<file path="config.mk">
export PLATFORM = sky130hd
export DESIGN_NAME = multiplier_sequential
export DESIGN_NICKNAME = d
export VERILOG_FILES = /design/src/rtl/multiplier_pkg.sv /design/src/rtl/multiplier_pp_row.sv /design/src/rtl/multiplier_sequential.sv
export SDC_FILE = /design/constraint.sdc
export NUM_CORES = 1
export LEC_CHECK = 0
export BUFFER_PORTS_ARGS = -buffer_cell sky130_fd_sc_hd__buf_4
export CAP_MARGIN = 10
export CORE_ASPECT_RATIO = 0.5
export CORE_UTILIZATION = 40
export CTS_CLUSTER_DIAMETER = 30
export CTS_CLUSTER_SIZE = 16
export DETAILED_ROUTE_END_ITERATION = 7
export PLACE_DENSITY_LB_ADDON = 0.2
export SLEW_MARGIN = 15
export SYNTH_ARGS = -nofsm -noshare
export SYNTH_HDL_FRONTEND = slang
export SYNTH_HIERARCHICAL = 1
export SYNTH_SLANG_ARGS = --single-unit
export TNS_END_PERCENT = 50
</file>
<file path="constraint.sdc">
create_clock -name clock -period 7.02 [get_ports clock]
set_input_delay 2.106 -clock clock [delete_from_list [all_inputs] [get_ports clock]]
set_output_delay 2.106 -clock clock [all_outputs]
set_load 0.02 [all_outputs]
</file>
<file path="src/rtl/multiplier_pkg.sv">
// multiplier_pkg: FSM state encoding and the count-width helper shared by the sequential multiplier.
package multiplier_pkg;
  typedef enum logic [1:0] {IDLE = 2'd0, RUN = 2'd1, DONE = 2'd2} state_e;
  function automatic int clog2(input int n);
    int r;
    r = 0;
    while ((1 << r) < n) r++;
    return r;
  endfunction
endpackage

</file>
<file path="src/rtl/multiplier_pp_row.sv">
// multiplier_pp_row: one shifted partial-product row, negated when it carries the signed MSB weight.
module multiplier_pp_row #(
  parameter int W  = 16,
  parameter int SW = 3
) (
  input  logic [W-1:0]  m_ext_i,
  input  logic          q_bit_i,
  input  logic [SW-1:0] shamt_i,
  input  logic          sub_i,
  output logic [W-1:0]  row_o
);
  logic [W-1:0] sh;
  assign sh    = m_ext_i << shamt_i;
  assign row_o = !q_bit_i ? '0 : sub_i ? -sh : sh;
endmodule

</file>
<file path="src/rtl/multiplier_sequential.sv">
// multiplier_sequential: shift-and-add multiplier, one row per clock, start/ready in and valid/ready out.
// Define MULTIPLIER_SIGNED_EN for two's-complement operands; default build is unsigned.
module multiplier_sequential
  import multiplier_pkg::*;
#(
  parameter int M_WIDTH = 8,
  parameter int Q_WIDTH = 8
) (
  input  logic                       clock,
  input  logic                       reset,
  input  logic                       start,
  input  logic [M_WIDTH-1:0]         m,
  input  logic [Q_WIDTH-1:0]         q,
  output logic                       start_ready,
  output logic                       busy,
  output logic                       result_valid,
  input  logic                       result_ready,
  output logic [M_WIDTH+Q_WIDTH-1:0] p
);
  localparam int W  = M_WIDTH + Q_WIDTH;
  localparam int CW = clog2(Q_WIDTH);
  localparam logic [CW-1:0] LAST = CW'(Q_WIDTH - 1);
  state_e state_q, state_d;
  logic [M_WIDTH-1:0] m_q, m_d;
  logic [Q_WIDTH-1:0] q_q, q_d;
  logic [W-1:0] acc_q, acc_d, m_ext, row;
  logic [CW-1:0] count_q, count_d;
  logic last, sub;
  assign last = count_q == LAST;
`ifdef MULTIPLIER_SIGNED_EN
  assign m_ext = {{Q_WIDTH{m_q[M_WIDTH-1]}}, m_q};
  assign sub   = last;
`else
  assign m_ext = {{Q_WIDTH{1'b0}}, m_q};
  assign sub   = 1'b0;
`endif
  multiplier_pp_row #(.W(W), .SW(CW)) u_row (
    .m_ext_i (m_ext),
    .q_bit_i (q_q[count_q]),
    .shamt_i (count_q),
    .sub_i   (sub),
    .row_o   (row)
  );
  always_comb begin
    state_d = state_q;
    m_d     = m_q;
    q_d     = q_q;
    acc_d   = acc_q;
    count_d = count_q;
    case (state_q)
      IDLE: if (start) begin
        state_d = RUN;
        m_d     = m;
        q_d     = q;
        acc_d   = '0;
        count_d = '0;
      end
      RUN: begin
        acc_d   = acc_q + row;
        count_d = last ? '0 : count_q + 1'b1;
        state_d = last ? DONE : RUN;
      end
      DONE: state_d = result_ready ? IDLE : DONE;
      default: state_d = IDLE;
    endcase
  end
  always_ff @(posedge clock) begin
    if (reset) begin
      state_q <= IDLE;
      m_q     <= '0;
      q_q     <= '0;
      acc_q   <= '0;
      count_q <= '0;
    end else begin
      state_q <= state_d;
      m_q     <= m_d;
      q_q     <= q_d;
      acc_q   <= acc_d;
      count_q <= count_d;
    end
  end
  assign start_ready  = state_q == IDLE;
  assign busy         = state_q == RUN;
  assign result_valid = state_q == DONE;
  assign p            = acc_q;
endmodule
</file>
# After elaboration in Yosys (flattened, before gate mapping)
# Cells that the tools add are included.
# op_classes
n_eq_ne	4
magnitude_cmp	1
n_shift	1
n_addsub	2
n_reduce_logical	4
muxes	12
# ops
op	n
16-bit 2-to-1 mux	2
16-bit one-hot mux with 2 select lines	1
16-bit adder	1
8-bit by 3-bit << shifter with 16-bit output	1
2-bit 2-to-1 mux	3
3-bit 2-to-1 mux	2
2-bit one-hot mux with 3 select lines	1
3-bit one-hot mux with 2 select lines	1
3-bit by 4-bit < comparator with 1-bit output (second input constant)	1
2-bit AND reduction	2
3-bit by 1-bit adder with 3-bit output (second input constant)	1
1-bit binary-select mux with 3-bit select	1
3-bit == test (second input constant)	1
2-bit by 1-bit == test with 1-bit output (second input constant)	1
2-bit == test (second input constant)	1
2-bit zero test	1
2-bit inequality test (second input constant)	1
2-bit nonzero test	1
1-bit 2-to-1 mux	1
# word_totals
register_bits	37
word_cells	29
output_inout_bits	19
inputBits	20

# Logic depth before layout (Yosys ltp)
# depth
ltp_word	5
mapped_depth	19
depth_no_buf	16

# By module
# Netlist, hierarchy kept.
# modules_own_cells
mod	area_each_um2	cells_per_inst	n_inst
multiplier_sequential	2026.9	250	1
multiplier_pp_row	1587.8	231	1

# Least setup slack after synthesis
# No wires, ideal clock.
# synth_path
kind	register -> register
from	reg count_q[0]
to	reg acc_q[12], in the netlist p[12]
setup_ps	129
path_slack_ps	3717
t_arrival_ps	3173
stages_incl_launch_ff	16
cell_sequence	dfxtp_1 buf_6 buf_2 buf_2 mux4_2 mux2i_1 a21o_1 a21oi_1 ha_1 clkbuf_2 a21oi_1 o21ai_0 a211o_1 a21oi_1 xor2_1 o21ai_0
# synth_between
elab_chain_len	5
# synth_lines
item	line	text
from (decl)	multiplier_sequential.sv:27	logic [CW-1:0] count_q, count_d;
from (signal assigned)	multiplier_sequential.sv:79	count_q <= count_d;
1-bit binary-select mux with 3-bit select	multiplier_sequential.sv:39	.q_bit_i (q_q[count_q]),
1-bit 2-to-1 mux (implied by the code)	multiplier_sequential.sv:39	
16-bit 2-to-1 mux (*)	multiplier_pp_row.sv:14	assign row_o = !q_bit_i ? '0 : sub_i ? -sh : sh;
net row[9]	multiplier_sequential.sv:26	logic [W-1:0] acc_q, acc_d, m_ext, row;
16-bit adder (*)	multiplier_sequential.sv:59	acc_d = acc_q + row;
16-bit one-hot mux with 2 select lines (*)	multiplier_sequential.sv:50	case (state_q)
to (signal assigned)	multiplier_sequential.sv:72	acc_q <= '0;
to (signal assigned)	multiplier_sequential.sv:78	acc_q <= acc_d;
to (decl)	multiplier_sequential.sv:26	
# Mark *: on every way through the listed nets, which the timed path passes. The rest lies on a longest branch. The select of a mux whose other input is x is not followed.
# A chain may end at the register's enable or synchronous reset.

# Worst setup path in the final report
# layout_path
from	reg count_q[0]
to	reg acc_q[11], in the netlist p[11]
# Same word-level chain as after synthesis.

==> metrics.md <==
| Metric | Value |
|---|---|
| Critical Path Sink | `p[11]` |
| I/O Buffers | `38` |
| Post-CTS Hold Buffers | `0` |
| Skew-Pair Late Insertion Delay | `0.28 ns` |
| Final Worst Setup Slack | `3.206 ns` |
| Antenna Nets Post-Route | `0` |
| Final #Nets | `574` |
| Slowest CP cell | `mux4_2` |
| Dominant synthesized flop cell | `dfxtp_1` |
| Worst-path clk slew | `0.06 ns` |
| GR Util met3 | `4.459%` |
| CTS H-tree lvls | `2` |
| Total power draw | `0.6660 mW` |
| Post-synthesis cell count | `481` |
| Initial antenna violation count | `0` |
| Num ports | `39` |
| Largest net degree at the start of global routing | `48` |
| Pre-Repair DR Iteration Count | `4` |
| Chip width | `136.4 um` |
| Register-to-Register Path Depth | `12` |
| CP endpoint kind | `flop` |
| GR Layer Usage met2 | `28.37%` |
| Avg Cell Area, Syn | `7.515 um^2` |
| WP buf/inv | `2` |
| Vias in the first global route | `3166` |
| P&R area growth vs syn | `16.96%` |
| Post-CTS Resized | `0` |
| All-Layer GR Usage | `21.39%` |
| Slew headroom | `44.58%` |
| Worst Max-Slew Pin Slew | `0.8292 ns` |
| Power Density | `157.5 mW/mm^2` |
| Starting density of the core | `41.37%` |
| Post-DP Area | `0.004055 mm^2` |
| Setup CP Type | `reg2reg` |
| Final cell count without fillers | `653` |
| Filler cells | `856` |
| Routed WL per cell | `14.70 um` |
| Commonest cells after routing, fill and taps aside | `nand2_1, a21oi_1, nor2_1, buf_4` |
| First-pass GRT wire length | `16060 um` |
| Synth unique cells | `69` |
| Worst Path Arrival | `3.97 ns` |
| Clock Sinks | `37` |
| Post-DP HPWL | `7101 um` |
| Final GP Congestion | `0.8532` |
| Worst Setup Start Kind | `flop` |
| Ys async rst share | `0%` |
| Clock Root Buffer | `clkbuf_16` |
| CP Launch Point | `count_q[0]` |
| RSZ-0062 raised after global routing | `false` |
| Cell depth of the worst setup path | `12` |
| RR Startpoint | `count_q[0]` |
| Pins Over Slew Limit | `0` |
| Final min period | `3.814 ns` |
| Min-Delay Path Class | `reg2reg` |
| Num rows | `24` |
| Static Leak | `1.718 nW` |
| Starting DRT DRC Count | `288` |
| Clock Path Buffers | `2` |
| Area of the mapped netlist | `0.003615 mm^2` |
| Clock Skews | `0.007928 ns` |
| DR DRC count | `0` |
| Place WS | `3.211 ns` |
| EDFF count, synth | `0` |
| RR Endpoint | `p[11]` |
| CORE AREA | `0.008738 mm^2` |
| TritonCTS clock tree | `yes` |
| Status | `finished, final reports clean` |
| Crit path cell chain | `buf_4 -> mux4_2 -> mux2_2 -> inv_1 -> nor2_1 -> ha_1 -> a21oi_1 -> o21a_1 -> o21ai_0 -> a21oi_1 -> xor2_1 -> o21ai_0` |
| Max frequency | `262.2 MHz` |
| Setup TNS | `0 ns` |
| Setup repair bufs after CTS | `0` |
| Most used routing layer | `met1` |
| FF+latch area | `742.0 um^2` |
| CP top delay family | `multiplexers` |
| Total number of vias | `3561` |
| Grt met1 use | `34.10%` |
| Total CTS buffers | `5` |
| Final count of hold timing violations | `0` |
| Share of layout cells above drive strength 1 | `14.37%` |
| Final instance area | `0.004228 mm^2` |
| Vias/cell | `5.453` |
| Final period utilization | `54.33%` |
| Die area | `0.009444 mm^2` |
| Crit path max fanout | `47` |
| Grt ovf | `0` |
| Placed cells | `645` |
| R2R Setup Slk | `3.21 ns` |
| Drt total wl | `9602 um` |
| Final setup viols | `0` |
| Commonest non-fill, non-tap cell in the layout | `nand2_1` |
| Synth Register Bits | `37` |
| Yosys Warn Count | `6` |
| Post-synthesis sequential area ratio | `20.49%` |
| CP required | `7.18 ns` |
| Antenna diode count | `0` |
| Max cap viols | `0` |
| Largest stage delay, worst path | `0.59 ns` |
| Die Ht | `69.22 um` |
| Area taken by multi-input logic gates | `0.002799 mm^2` |
| Worst IR Drop VDD | `0.00008874 V` |
how the worst min path moves through the flow:
| stage | cells past startpoint | endpoint | startpoint |
|---|---|---|---|
| floorplan | 2 | q_q[2] | q_q[2] |
| CTS | 2 | q_q[1] | q_q[1] |
| finish | 2 | q_q[3] | q_q[3] |
| detailed placement | 2 | q_q[1] | q_q[1] |
| global placement | 2 | q_q[3] | q_q[3] |
| global route | 2 | q_q[3] | q_q[3] |
kinds of logic after synthesis:
group           synth area share (%)
other cells                   0.1037
fa+ha+maj                      6.784
flops                          20.49
compound gates                 26.90
buf+inv                        5.711
mux                            12.84
simple gates                   22.81
xor+xnor                       4.361
metal layers:
metal	wire (um)	share of wire [%]	vias up
met5	0	0	-
met4	100	1.0	0
met3	532	5.5	8
met2	3797	40	95
met1	5171	54	1650
li1	-	-	1808
flip-flops by register name (all words and copies together), names as in the netlist:
| register | flops |
|---|---|
| count_q | 3 |
| p | 16 |
| m_q | 8 |
| q_q | 8 |
| state_q | 2 |
report_power, final:
| group | switching, mW | internal [mW] | total [mW] |
|---|---|---|---|
| sequential | 0.0110 | 0.218 | 0.229 |
| combinational | 0.103 | 0.0691 | 0.173 |
| clock | 0.0867 | 0.177 | 0.264 |
cells in the mapped netlist (3+ instances only):
library cell / n / area share, %
o211ai_1: 6 / 1.2
inv_1: 12 / 1.2
nand4_1: 4 / 0.69
mux4_2: 7 / 4.4
a22oi_1: 10 / 2.1
o21ai_0: 24 / 3.3
ha_1: 18 / 6.2
mux2i_1: 20 / 5.5
and2_1: 5 / 0.87
and3_1: 5 / 0.87
nand2_1: 77 / 8.0
a31oi_1: 5 / 0.87
a211oi_1: 7 / 1.5
clkbuf_1: 15 / 1.6
a21oi_1: 50 / 6.9
o21a_1: 6 / 1.2
nor2b_1: 11 / 1.9
o22ai_1: 3 / 0.52
mux2_2: 5 / 1.6
nand2b_1: 10 / 1.7
dfxtp_1: 37 / 20
buf_2: 7 / 0.97
nor3_1: 10 / 1.4
a21o_1: 3 / 0.62
xnor2_1: 11 / 2.7
xor2_1: 7 / 1.7
nor2_1: 42 / 4.4
nand3_1: 8 / 1.1
buf_1: 4 / 0.42
worst min-delay path, delay by kind of cell (launching register included):
kind | cells | cell delay (ns)
simple gates | 1 | 0.05
flops | 1 | 0.30
compound gates | 1 | 0.05
cell type report:
| cell class | count | share of cell area, % |
|---|---|---|
| clock buffer | 7 | 3.374 |
| clock inverter | 1 | 0.7103 |
| inverter | 14 | 1.243 |
| multi-input combinational | 435 | 66.20 |
| sequential | 37 | 17.55 |
| tap | 117 | 3.463 |
| timing repair buffer | 42 | 7.458 |
per-stage QoR:
| stage | util [%] | hold WS [ns] |
|---|---|---|
| CTS | 48.38 | 0.4541 |
| finish | 48.38 | 0.4536 |
| global route | 48.38 | 0.4700 |
| detailed placement | 46.41 | 0.4470 |
| floorplan | - | 0.4331 |
| global placement | 46.41 | 0.4451 |
Note: power is estimated with default switching activity, not from simulation.
